$ cat src/rtl/car_sensor_conditioner_pkg.sv
// Shared definitions for the farm-road car sensor conditioner and its controller.
package car_sensor_conditioner_pkg;

    // Request FSM encoding; 2'b11 is unused and recovers to idle.
    typedef enum logic [1:0] {
        StIdle  = 2'b00,
        StReq   = 2'b01,
        StServe = 2'b10
    } req_state_e;

    localparam int unsigned DebCyclesDefault   = 4;
    localparam int unsigned StuckCyclesDefault = 255;
    localparam int unsigned CntWDefault        = 4;

endpackage

$ cat src/rtl/car_sensor_conditioner_if.sv
// Sensor/controller-facing signal bundle of the car sensor conditioner.
interface car_sensor_conditioner_if #(
    parameter int unsigned CNT_W = 4
);
    logic             sensor_raw;
    logic             fg_in;
    logic             car_req;
    logic             car_present;
    logic [CNT_W-1:0] car_count;
    logic             stuck_err;

    // master: the side driving the sensor and farm-road green.
    modport master (
        output sensor_raw,
        output fg_in,
        input  car_req,
        input  car_present,
        input  car_count,
        input  stuck_err
    );

    // slave: the conditioner itself.
    modport slave (
        input  sensor_raw,
        input  fg_in,
        output car_req,
        output car_present,
        output car_count,
        output stuck_err
    );
endinterface

$ cat src/rtl/car_sensor_conditioner_sig_debounce.sv
// Two-flop synchroniser followed by a stable-count debouncer; emits level and rise pulse.
module car_sensor_conditioner_sig_debounce #(
    parameter int unsigned DEB_CYCLES = 4
) (
    input  logic clk,
    input  logic rst,
    input  logic raw,
    output logic level,
    output logic rise
);
    localparam int unsigned CntW = $clog2(DEB_CYCLES + 1);
    localparam logic [CntW-1:0] DebLast = CntW'(DEB_CYCLES - 1);

    logic            sync1_q, sync_q;
    logic [CntW-1:0] cnt_q, cnt_d;
    logic            level_q, level_d;
    logic            rise_q, rise_d;

    // Accept a level change only after DEB_CYCLES consecutive differing synced samples.
    always_comb begin
        cnt_d   = '0;
        level_d = level_q;
        rise_d  = 1'b0;
        if (sync_q != level_q) begin
            if (cnt_q == DebLast) begin
                level_d = ~level_q;
                rise_d  = ~level_q;
            end else begin
                cnt_d = cnt_q + 1'b1;
            end
        end
    end

    // Synchroniser and debounce state.
    always_ff @(posedge clk) begin
        if (rst) begin
            sync1_q <= 1'b0;
            sync_q  <= 1'b0;
            cnt_q   <= '0;
            level_q <= 1'b0;
            rise_q  <= 1'b0;
        end else begin
            sync1_q <= raw;
            sync_q  <= sync1_q;
            cnt_q   <= cnt_d;
            level_q <= level_d;
            rise_q  <= rise_d;
        end
    end

    assign level = level_q;
    assign rise  = rise_q;
endmodule

$ cat src/rtl/car_sensor_conditioner.sv
// Conditions the raw farm-road loop sensor into the controller's car request, with a waiting-car
// counter and a sticky stuck-sensor flag.
module car_sensor_conditioner
    import car_sensor_conditioner_pkg::*;
#(
    parameter int unsigned DEB_CYCLES   = DebCyclesDefault,
    parameter int unsigned CNT_W        = CntWDefault,
    parameter int unsigned STUCK_CYCLES = StuckCyclesDefault
) (
    input logic                    clk,
    input logic                    rst,
    car_sensor_conditioner_if.slave bus
);
    localparam int unsigned StuckW = $clog2(STUCK_CYCLES + 1);
    localparam logic [StuckW-1:0] StuckLast = StuckW'(STUCK_CYCLES - 1);

    logic present, arrival;

    req_state_e        state_q, state_d;
    logic              req_q, req_d;
    logic [CNT_W-1:0]  count_q, count_d;
    logic [StuckW-1:0] stuck_cnt_q, stuck_cnt_d;
    logic              stuck_err_q, stuck_err_d;
    logic              serve_entry;
    logic              stuck_hold;

    car_sensor_conditioner_sig_debounce #(
        .DEB_CYCLES (DEB_CYCLES)
    ) u_debounce (
        .clk   (clk),
        .rst   (rst),
        .raw   (bus.sensor_raw),
        .level (present),
        .rise  (arrival)
    );

    // Request FSM next state; car_req is registered from the next state.
    always_comb begin
        state_d     = state_q;
        serve_entry = 1'b0;
        case (state_q)
            StIdle:  if (arrival) state_d = StReq;
            StReq: begin
                if (bus.fg_in) begin
                    state_d     = StServe;
                    serve_entry = 1'b1;
                end
            end
            StServe: if (!bus.fg_in) state_d = present ? StReq : StIdle;
            default: state_d = StIdle;
        endcase
        req_d = (state_d == StReq);
    end

    // Waiting-car counter and stuck timer next state.
    always_comb begin
        count_d = count_q;
        if (serve_entry) begin
            // Clear on service wins, but an arrival on the same edge still counts.
            count_d = arrival ? CNT_W'(1) : '0;
        end else if (arrival && (count_q != '1)) begin
            count_d = count_q + 1'b1;
        end

        stuck_hold  = present && !bus.fg_in;
        stuck_cnt_d = '0;
        if (stuck_hold) begin
            stuck_cnt_d = (stuck_cnt_q == '1) ? stuck_cnt_q : stuck_cnt_q + 1'b1;
        end
        stuck_err_d = stuck_err_q || (stuck_hold && (stuck_cnt_q == StuckLast));
    end

    // Registered FSM, counters and flags.
    always_ff @(posedge clk) begin
        if (rst) begin
            state_q     <= StIdle;
            req_q       <= 1'b0;
            count_q     <= '0;
            stuck_cnt_q <= '0;
            stuck_err_q <= 1'b0;
        end else begin
            state_q     <= state_d;
            req_q       <= req_d;
            count_q     <= count_d;
            stuck_cnt_q <= stuck_cnt_d;
            stuck_err_q <= stuck_err_d;
        end
    end

    assign bus.car_req     = req_q;
    assign bus.car_present = present;
    assign bus.car_count   = count_q;
    assign bus.stuck_err   = stuck_err_q;
endmodule
$ cat src/flat_wrapper.sv
// flat-port wrapper written by rule: the top's interface ports become plain ports
module car_sensor_conditioner_flat import car_sensor_conditioner_pkg::*;
#(
    parameter int unsigned DEB_CYCLES   = DebCyclesDefault,
    parameter int unsigned CNT_W        = CntWDefault,
    parameter int unsigned STUCK_CYCLES = StuckCyclesDefault
)
  (clk, rst, bus_sensor_raw, bus_fg_in, bus_car_req, bus_car_present, bus_car_count, bus_stuck_err);
  car_sensor_conditioner_if #(.CNT_W(CNT_W)) bus_i ();
  input logic clk;
  input logic rst;
  input wire logic [$bits(bus_i.sensor_raw)-1:0] bus_sensor_raw;
  input wire logic [$bits(bus_i.fg_in)-1:0] bus_fg_in;
  output wire logic [$bits(bus_i.car_req)-1:0] bus_car_req;
  output wire logic [$bits(bus_i.car_present)-1:0] bus_car_present;
  output wire logic [$bits(bus_i.car_count)-1:0] bus_car_count;
  output wire logic [$bits(bus_i.stuck_err)-1:0] bus_stuck_err;
  assign bus_i.sensor_raw = bus_sensor_raw;
  assign bus_i.fg_in = bus_fg_in;
  assign bus_car_req = bus_i.car_req;
  assign bus_car_present = bus_i.car_present;
  assign bus_car_count = bus_i.car_count;
  assign bus_stuck_err = bus_i.stuck_err;
  car_sensor_conditioner #(.DEB_CYCLES(DEB_CYCLES), .CNT_W(CNT_W), .STUCK_CYCLES(STUCK_CYCLES)) u_core (.clk(clk), .rst(rst), .bus(bus_i));
endmodule
$ cat config.mk
export PLATFORM = sky130hd
export DESIGN_NAME = car_sensor_conditioner_flat
export DESIGN_NICKNAME = d
export VERILOG_FILES = /design/src/rtl/car_sensor_conditioner_pkg.sv /design/src/rtl/car_sensor_conditioner_if.sv /design/src/rtl/car_sensor_conditioner_sig_debounce.sv /design/src/rtl/car_sensor_conditioner.sv /design/src/flat_wrapper.sv
export SDC_FILE = /design/constraint.sdc
export NUM_CORES = 1
export LEC_CHECK = 0
export CELL_PAD_IN_SITES_DETAIL_PLACEMENT = 1
export CELL_PAD_IN_SITES_GLOBAL_PLACEMENT = 1
export CORE_AREA = 2 2 53 55
export DETAILED_ROUTE_END_ITERATION = 7
export DIE_AREA = 0 0 55 57
export DONT_BUFFER_PORTS = 1
export GPL_ROUTABILITY_DRIVEN = 0
export PLACE_DENSITY = 0.66
export SETUP_SLACK_MARGIN = 0.1
export SLEW_MARGIN = 15
export SYNTH_ARGS = -nofsm -noshare
export SYNTH_HDL_FRONTEND = slang
export SYNTH_SLANG_ARGS = --single-unit
$ cat constraint.sdc
create_clock -name clk -period 1.27 [get_ports clk]
set_input_delay 0.127 -clock clk [delete_from_list [all_inputs] [get_ports clk]]
set_output_delay 0.127 -clock clk [all_outputs]
set_load 0.005 [all_outputs]
==> results.cfg <==
[timing]
clock.fmax_ghz = 0.775
drv_slew = 0
hold_viol = 0
worstMarginPinSlew_ns = 0.356
finalClockSkew_ns = 0.00775
rsz0062_at_grt = true
setup_ws_ns = -0.0204
finalSetupViolCount = 1
final.setup.tns_ns = -0.0204
whs_ns = 0.0218
fin_crit_ns = 1.29
period_share = 1.02
slew_headroom = 0.762

[worst_setup_path]
crit_type = reg2reg
cp.required_ns = 1.51
crit_fanout = 4
slowest_stage = dfxtp_2
critPathMaxStageDelay_ns = 0.36
crit_path_cell_trace = ha_4 -> and3_4 -> or3_4 -> a311oi_2
endpoint_kind = flip-flop
critical-path-top-delay-family = simple AND/OR/NAND/NOR gates
start_kind = flip-flop
crit_arrival_ns = 1.53
critPathBufInv = 0

[pwr]
ir_drop_mv = 0.956
power.total_mw = 1.11
power.density_nw_per_um2 = 805
p_leak_nw = 0.435

[floorplanning]
start_util = 0.380
ios = 11
die-area_sq_um = 3140
coreArea_sq_um = 2620
fp.dieH_um = 57
fp.dieW_um = 55
rows = 19

[drt]
viasPerCell = 5.53
first_iter_violations = 16
num_vias = 873
drt_first_pass_iters = 4
drc_errors = 0
avgRoutedWirePerCell_um = 15.9
finalWirelength_um = 2510
detail-route-antenna-nets = 0

[yosys]
synthFlopType = dfxtp_1
avgSynthCellArea_sq_um = 9.47
ys_ff_latch = 23
ys.warnings.count = 0
synthArstFlopShare = 0
ys_types = 31
syn_inst = 105
syn_area_sq_um = 995
synth-edff-count = 0
yosysSeqAreaShare = 0.463
syn_nets = 114

[global_routing]
track_usage = 0.158
antenna_found_initial = 0
first_global_vias = 854
grt_max_degree = 13
grt_pass1_wl_um = 3680
overflow = 0

[finish]
mostFrequentLayoutCell = buf_4
final_cell_mix = 13 x buf_4, 12 x dfxtp_1, 8 x inv_1, 8 x dfxtp_2, 7 x a21oi_1
syn2layout_area_growth_pct = 38.1
multi_input_area_sq_um = 638
nets = 137
n_antenna_cell = 0
post-route-cell-area_sq_um = 1370
seqCellArea_sq_um = 482
fin_util = 0.525
final.fill_count = 300
final_layout_size_suffix_gt1_frac = 0.409

[clock_network]
cts_buffers = 3
h-tree-depth = 1
cts_buffer_depth = 2
path_clk_slew_ns = 0.13
cts-root-buf = clkbuf_4
cts.sinks = 23
cts_tree = done
clkLatencyLatePin_ns = 0.32

[placement]
place_area_sq_um = 1130
io_buffers = 0
place_hpwl_um = 1590

[status]
outcome = finished, violations left
violations = negative setup slack

[min_path]
min_path_type = in2reg

[job]
drv_cap = 0
-- cells by family after synthesis --
kind of cell | Yosys count | share of synthesized area
multiplexers | 1 | 0.0101
adder cells (fa/ha/maj) | 5 | 0.0629
XOR/XNOR | 3 | 0.0264
buffers and inverters | 10 | 0.0491
flip-flops | 23 | 0.463
AO/OA/AOI/OAI | 23 | 0.151
AND/OR/NAND/NOR | 40 | 0.238
-- cell usage after synthesis, drive strengths merged (3+ instances only) --
cell | count | share of area
dfxtp | 23 | 0.46
a21oi | 7 | 0.035
ha | 5 | 0.063
nand3 | 4 | 0.020
a211oi | 3 | 0.023
inv | 8 | 0.030
a31oi | 4 | 0.025
nand3b | 3 | 0.023
or3 | 4 | 0.025
xnor2 | 3 | 0.026
nor3 | 5 | 0.025
nand4 | 3 | 0.019
nor2 | 7 | 0.026
o21ai | 4 | 0.020
-- where the power goes --
part	total, mW	switching (mW)	internal [mW]
logic	0.0327	0.0132	0.0194
clock network	0.352	0.229	0.123
registers	0.721	0.00271	0.719
total	1.11	0.245	0.861
-- per-layer routing --
layer,up-vias,global-route usage,share of wire
li1,431,-,-
met1,428,0.191,0.42
met2,12,0.269,0.54
met3,2,0.0576,0.032
met4,0,0.0279,0.010
met5,-,0,0
-- path summary, 6_finish.rpt --
| check | startpoint | endpoint | slack, ns | depth (start not counted) |
|---|---|---|---|---|
| worst max register to register | u_core.bus.car_count[1] | u_core.bus.car_count[0] | -0.02 | 4 |
| worst min-delay path | bus_fg_in | u_core.bus.car_req | 0.02 | 3 |
| worst max-delay path | u_core.bus.car_count[1] | u_core.bus.car_count[0] | -0.02 | 4 |
| worst min register to register | u_core.u_debounce.sync1_q | u_core.u_debounce.sync_q | 0.46 | 1 |
-- tightest hold or removal path, stage by stage --
cell     delay, ns
nor2_1        0.02
nand2_1       0.08
a21oi_1       0.07
-- area by class of cell --
| class | count | share of cell area |
|---|---|---|
| clock buffer | 4 | 0.0191 |
| inverter | 8 | 0.0219 |
| multi-input combinational | 73 | 0.464 |
| sequential | 23 | 0.351 |
| tap | 31 | 0.0282 |
| timing repair buffer | 19 | 0.116 |
-- sequential cells by signal, summed over array words and instances (netlist names) --
signal and count:
u_core.u_debounce.cnt_q 3, u_core.bus.car_req 1, u_core.stuck_cnt_q 8, u_core.u_debounce.level 1, u_core.u_debounce.rise 1, u_core.state_q 2, u_core.bus.stuck_err 1, u_core.bus.car_count 4
u_core.u_debounce.sync_q 1, u_core.u_debounce.sync1_q 1
-- stage by stage --
stage	worst slack, ns	cells
4_1_cts	-0.0292	154
3_5_place_dp	-0.0647	144
5_1_grt	-0.0705	158
3_3_place_gp	0.0208	144
2_1_floorplan	0.0421	105
6_report	-0.0204	158
-- timing repair --
item                       4_1_cts  5_1_grt
hold buffers                     3        2
hold endpoints to repair        11        2
pin swaps                        8       11
buffers inserted                 3        1
gates cloned                     0        1
resized for setup               15       18
setup endpoints to repair       11       11
No activity file was read; power rests on OpenSTA's default activity.
